--- src/rtl/jts16_ram_arb_pkg.sv ---
// Shared types and default SDRAM region bases for the work RAM / dump arbiter.
package jts16_ram_arb_pkg;

  typedef enum logic [1:0] {
    IDLE,
    REQ,
    WAIT,
    DONE
  } state_t;

  typedef enum logic {
    OWN_CPU,
    OWN_DUMP
  } owner_t;

  localparam logic [21:0] DEF_VRAM_OFFSET = 22'h10_0000;
  localparam logic [21:0] DEF_RAM_OFFSET  = 22'h10_4000;
  localparam logic [21:0] DEF_DUMP_OFFSET = 22'h10_0000;

endpackage

--- src/rtl/jts16_ram_arb_edge.sv ---
// Rising-edge detector with a sticky pending flag, cleared when the request is granted.
module jts16_ram_arb_edge
  import jts16_ram_arb_pkg::*;
(
  input  logic clk,
  input  logic rst_n,
  input  logic level,
  input  logic clr,
  output logic pending
);

  logic level_l;

  always_ff @(posedge clk or negedge rst_n) begin
    if (!rst_n) begin
      level_l <= 1'b0;
      pending <= 1'b0;
    end else begin
      level_l <= level;
      // a fresh edge merges into an already pending request
      if (level && !level_l)
        pending <= 1'b1;
      else if (clr)
        pending <= 1'b0;
    end
  end

endmodule

--- src/rtl/jts16_ram_arb.sv ---
// Shares one SDRAM bank between CPU work RAM/VRAM accesses and the byte-wide dump read port.
module jts16_ram_arb
  import jts16_ram_arb_pkg::*;
#(
  parameter int            AW          = 22,
  parameter logic [AW-1:0] VRAM_OFFSET = AW'(DEF_VRAM_OFFSET),
  parameter logic [AW-1:0] RAM_OFFSET  = AW'(DEF_RAM_OFFSET),
  parameter logic [AW-1:0] DUMP_OFFSET = AW'(DEF_DUMP_OFFSET)
) (
  input  logic          clk,
  input  logic          rst_n,
  input  logic          ram_cs,
  input  logic          vram_cs,
  input  logic [13:0]   cpu_addr,
  input  logic [15:0]   cpu_dout,
  input  logic [1:0]    dswn,
  output logic [15:0]   ram_data,
  output logic          ram_ok,
  input  logic          ioctl_rd,
  input  logic [15:0]   ioctl_addr,
  output logic [7:0]    ioctl_din,
  output logic          ioctl_ok,
  output logic [AW-1:0] sdram_addr,
  output logic [15:0]   sdram_din,
  output logic [1:0]    sdram_wrmask,
  output logic          sdram_we,
  output logic          sdram_req,
  input  logic          sdram_ack,
  input  logic          sdram_dst,
  input  logic [15:0]   sdram_dout
);

  state_t        state, state_nx;
  owner_t        owner, last_grant;
  logic          cpu_cs, cpu_pend, dump_pend;
  logic          grant_cpu, grant_dump;
  logic          alive, owner_lvl, dump_lsb;
  logic [AW-1:0] vram_addr, ram_addr, dump_addr;

  assign cpu_cs    = ram_cs | vram_cs;
  assign owner_lvl = (owner == OWN_CPU) ? cpu_cs : ioctl_rd;
  assign vram_addr = VRAM_OFFSET + AW'(cpu_addr);
  assign ram_addr  = RAM_OFFSET  + AW'(cpu_addr[13:1]);
  assign dump_addr = DUMP_OFFSET + AW'(ioctl_addr[15:1]);

  jts16_ram_arb_edge u_cpu_edge (
    .clk     (clk),
    .rst_n   (rst_n),
    .level   (cpu_cs),
    .clr     (grant_cpu),
    .pending (cpu_pend)
  );

  jts16_ram_arb_edge u_dump_edge (
    .clk     (clk),
    .rst_n   (rst_n),
    .level   (ioctl_rd),
    .clr     (grant_dump),
    .pending (dump_pend)
  );

  always_ff @(posedge clk or negedge rst_n) begin
    if (!rst_n) state <= IDLE;
    else        state <= state_nx;
  end

  always_comb begin
    state_nx   = state;
    grant_cpu  = 1'b0;
    grant_dump = 1'b0;
    case (state)
      IDLE: begin
        // with both pending, the side not served last time wins
        if (cpu_pend && (!dump_pend || last_grant == OWN_DUMP)) begin
          grant_cpu = 1'b1;
          state_nx  = REQ;
        end else if (dump_pend) begin
          grant_dump = 1'b1;
          state_nx   = REQ;
        end
      end
      REQ:  if (sdram_ack) state_nx = WAIT;
      WAIT: if (sdram_dst) state_nx = DONE;
      DONE: state_nx = IDLE;
      default: state_nx = IDLE;
    endcase
  end

  always_ff @(posedge clk or negedge rst_n) begin
    if (!rst_n) begin
      ram_data     <= '1;
      ioctl_din    <= '1;
      ram_ok       <= 1'b0;
      ioctl_ok     <= 1'b0;
      sdram_addr   <= '0;
      sdram_din    <= '0;
      sdram_wrmask <= 2'b11;
      sdram_we     <= 1'b0;
      sdram_req    <= 1'b0;
      owner        <= OWN_CPU;
      last_grant   <= OWN_DUMP;
      alive        <= 1'b0;
      dump_lsb     <= 1'b0;
    end else begin
      ram_ok   <= ram_ok & cpu_cs;
      ioctl_ok <= ioctl_ok & ioctl_rd;
      // once the owner drops its select, this transaction no longer reports back
      alive    <= alive & owner_lvl;
      if (grant_cpu) begin
        owner        <= OWN_CPU;
        last_grant   <= OWN_CPU;
        alive        <= 1'b1;
        sdram_addr   <= vram_cs ? vram_addr : ram_addr;
        sdram_din    <= cpu_dout;
        sdram_we     <= ~&dswn;
        sdram_wrmask <= dswn;
        sdram_req    <= 1'b1;
      end
      if (grant_dump) begin
        owner        <= OWN_DUMP;
        last_grant   <= OWN_DUMP;
        alive        <= 1'b1;
        sdram_addr   <= dump_addr;
        sdram_we     <= 1'b0;
        sdram_wrmask <= 2'b11;
        sdram_req    <= 1'b1;
        dump_lsb     <= ioctl_addr[0];
      end
      if (state == REQ && sdram_ack)
        sdram_req <= 1'b0;
      if (state == WAIT && sdram_dst && alive && owner_lvl) begin
        if (owner == OWN_CPU) begin
          if (!sdram_we) ram_data <= sdram_dout;
        end else begin
          ioctl_din <= dump_lsb ? sdram_dout[15:8] : sdram_dout[7:0];
        end
      end
      if (state == DONE && alive && owner_lvl) begin
        if (owner == OWN_CPU) ram_ok   <= 1'b1;
        else                  ioctl_ok <= 1'b1;
      end
    end
  end

endmodule

--- config.mk ---
export PLATFORM = sky130hd
export DESIGN_NAME = jts16_ram_arb
export DESIGN_NICKNAME = d
export VERILOG_FILES = /design/src/rtl/jts16_ram_arb_pkg.sv /design/src/rtl/jts16_ram_arb_edge.sv /design/src/rtl/jts16_ram_arb.sv
export SDC_FILE = /design/constraint.sdc
export NUM_CORES = 1
export LEC_CHECK = 0
export BUFFER_PORTS_ARGS = -buffer_cell sky130_fd_sc_hd__buf_2
export CORE_MARGIN = 3
export CORE_UTILIZATION = 50
export CTS_CLUSTER_DIAMETER = 40
export CTS_CLUSTER_SIZE = 14
export DETAILED_ROUTE_END_ITERATION = 6
export PLACE_DENSITY = 0.85
export SLEW_MARGIN = 0
export SYNTH_ARGS = -nofsm -noshare
export SYNTH_HDL_FRONTEND = slang
export SYNTH_SLANG_ARGS = --single-unit
--- constraint.sdc ---
create_clock -name clk -period 5 [get_ports clk]
set_input_delay 0.25 -clock clk [delete_from_list [all_inputs] [get_ports clk]]
set_output_delay 0.25 -clock clk [all_outputs]
set_load 0.1 [all_outputs]
==> metrics.cfg <==
[cells_and_area]
final_common_cell = buf_2
layout_common_cells = buf_2 (132), dfrtp_1 (45), mux2_1 (27), dfstp_2 (27), inv_1 (21)
area_delta_synth_final_pct = 28.65
nets = 455
diodes = 0
final_layout_size_suffix_gt1_share_pct = 52.86

[yosys]
syn_avg_cell_area_um2 = 13.24
ys_warn_count = 0
synth_compound_area_share_pct = 7.790
seq_area_frac_synth_pct = 56.58
post-synth-top-area-fraction_pct = 34.71
synth_area_um2 = 3244
yosys.area_share.adder_pct = 1.928
synth_top_family_by_area = multiplexers
synth_top_area_cell = dfrtp_1
synth-simple-area-share_pct = 4.898
synthMuxAreaShare_pct = 22.87
synth-seq-cells = 72
synthCells = 245
synth_xor_area_share_pct = 0
synth_area_leaders = dfrtp_1 (35%), dfstp_2 (22%), mux2_1 (9.4%), mux2_2 (4.9%), mux2_4 (4.6%)
synth_cell_types = 35

[critical_path]
cp_top_family = simple AND/OR/NAND/NOR gates
path_class = flop to flop
crit_path_max_incr_delay_ns = 0.52
end_kind = flop
cp.buffers_inverters = 1
worst_ep_required_time_ns = 5.23
worstPathMaxFanout = 16
cp_data_arrival_time_ns = 2.17
cp_cell_sequence = inv_1, ha_1, nand3_1, mux2_2
crit_slowest_cell = nand3_1
critPathLaunchType = flop

[timing]
drv_slew = 0
final_hold_viol_count = 0
final.setup_skew_ns = 0.01260
worst_pin_slew_ns = 1.103
rsz0062_at_grt = false
fmax_mhz = 514.3
setup_violations = 0
fin_crit_ns = 1.944
post-route-period-util_pct = 38.89
timing.setup.tns_ns = 0
slew_headroom_pct = 25.99

[run]
maxCapViolCount = 0

[clock_network]
max-clock-path-buffers = 2
clkTransAtPathRegs_ns = 0.08
cts-buffers-inserted = 9
clock_latency_ns = 0.34
cts-root-buf = clkbuf_8
numClockSinks = 72
post_cts_buffers = 0
cts_tree = done
h-tree-depth = 3

[global_routing]
gr-usage-all-layers_pct = 20.34
grt_pass1_wl_mm = 11.81
grt_busiest_layer = met2
gr-usage-met1_pct = 24.73
grt-ovfl-total = 0
met2_usage_pct = 33.38
grt_use_met3_pct = 4.848
first_global_vias = 2462
grt_max_degree = 46
antenna_found_initial = 0

[die]
num_io_pins = 139
die_y_um = 86.55
core_um2 = 6096
start_util_pct = 53.22
row_count = 28
die_area_um2 = 7491
die_width_um = 86.55

[routing]
first_iter_violations = 144
via_count = 2390
first_pass_iters = 5
routed_wl_mm = 7.414
ant_nets = 0
wire_per_inst_um = 16.15
via_per_inst = 5.207
drc_errors = 0

[place]
hpwlAfterDp_mm = 5.529
port_buffers = 132
gp_congestion = 0.7870

[status]
status = finished clean

[hold_path]
worstHoldPathType = input port to flop

-- cells by family after synthesis --
kind of cell | after synthesis
flip-flops | 72
multiplexers | 64
buffers and inverters | 38
AND/OR/NAND/NOR | 34
AO/OA/AOI/OAI | 31
adder cells (fa/ha/maj) | 5
other | 1
-- final timing paths --
check                                   startpoint                  end  slack, ns  depth (start not counted)
worst min-delay path                      ioctl_rd  u_dump_edge.level_l       0.07                          1
min in group asynchronous                    rst_n        sdram_din[10]       0.47                          2
max in group asynchronous                    rst_n      sdram_wrmask[1]       3.52                          3
worst max-delay path                      state[0]             dump_lsb       3.06                          4
worst max register to register            state[0]             dump_lsb       3.06                          4
worst min register to register  u_cpu_edge.level_l   u_cpu_edge.pending       0.42                          1
-- state kept, by name, indices dropped and copies added, names as in the netlist --
name                 flops
ram_data                16
sdram_addr              16
sdram_din               16
ioctl_din                8
sdram_wrmask             2
state                    2
alive                    1
dump_lsb                 1
ioctl_ok                 1
last_grant               1
owner                    1
ram_ok                   1
sdram_req                1
sdram_we                 1
u_cpu_edge.level_l       1
u_cpu_edge.pending       1
u_dump_edge.level_l      1
u_dump_edge.pending      1
-- metal layers --
metal / part of all wire (%) / up-vias
met5: 0 / -
met4: 2.7 / 0
met3: 6.2 / 17
met2: 51 / 110
met1: 40 / 1145
li1: - / 1118
-- what timing repair did --
action                                  in CTS  in global routing
gates resized for setup                      0                  0
hold endpoints to repair                    10                  0
endpoints found under the setup margin       0                  0
hold buffers                                 1                  0
-- Yosys cell counts --
cell and count:
inv_1 21, nor3_1 1, a21o_1 1, ha_1 5
mux2i_1 13, or4_1 1, buf_2 1, o21ai_0 1
o2bb2ai_1 3, nand2_1 20, nor3b_1 1, mux2_1 27
or4_4 1, nor2b_1 3, nor2_2 1, o22a_1 2
nand2b_1 1, dfstp_2 27, o211ai_2 1, o21ai_1 1
nand3_1 2, a31oi_1 3, mux2_4 10, o221ai_1 15
clkbuf_1 6, o21a_1 2, buf_4 6, inv_2 1
mux2_2 14, nor2_1 3, buf_6 3, dfrtp_1 45
a21oi_1 1, conb_1 1, a22o_1 1
-- per-stage QoR --
step / area (µm²) / worst slack, ns / instances / hold slack, ns / utilization (%)
global placement: 3928 / 3.104 / 442 / 0.2904 / 64.43
global route: 4174 / 2.959 / 459 / 0.05783 / 68.47
CTS: 4174 / 3.074 / 459 / 0.05269 / 68.47
detailed placement: 3928 / 3.083 / 442 / 0.2998 / 64.43
finish: 4174 / 3.056 / 459 / 0.06893 / 68.47
floorplan: 3263 / 2.950 / 250 / -0.04559 / -
-- area by class of cell --
cell class	count	area, µm²
clock buffer	13	191.4
clock inverter	3	45.04
fill	452	1922
inverter	22	82.58
multi-input combinational	140	1247
sequential	72	1836
tap	75	93.84
timing repair buffer	134	678.2
Power is left out: the tool's default activity adds up to more than one toggle a clock period on the data nets, which glitch-free logic cannot reach.
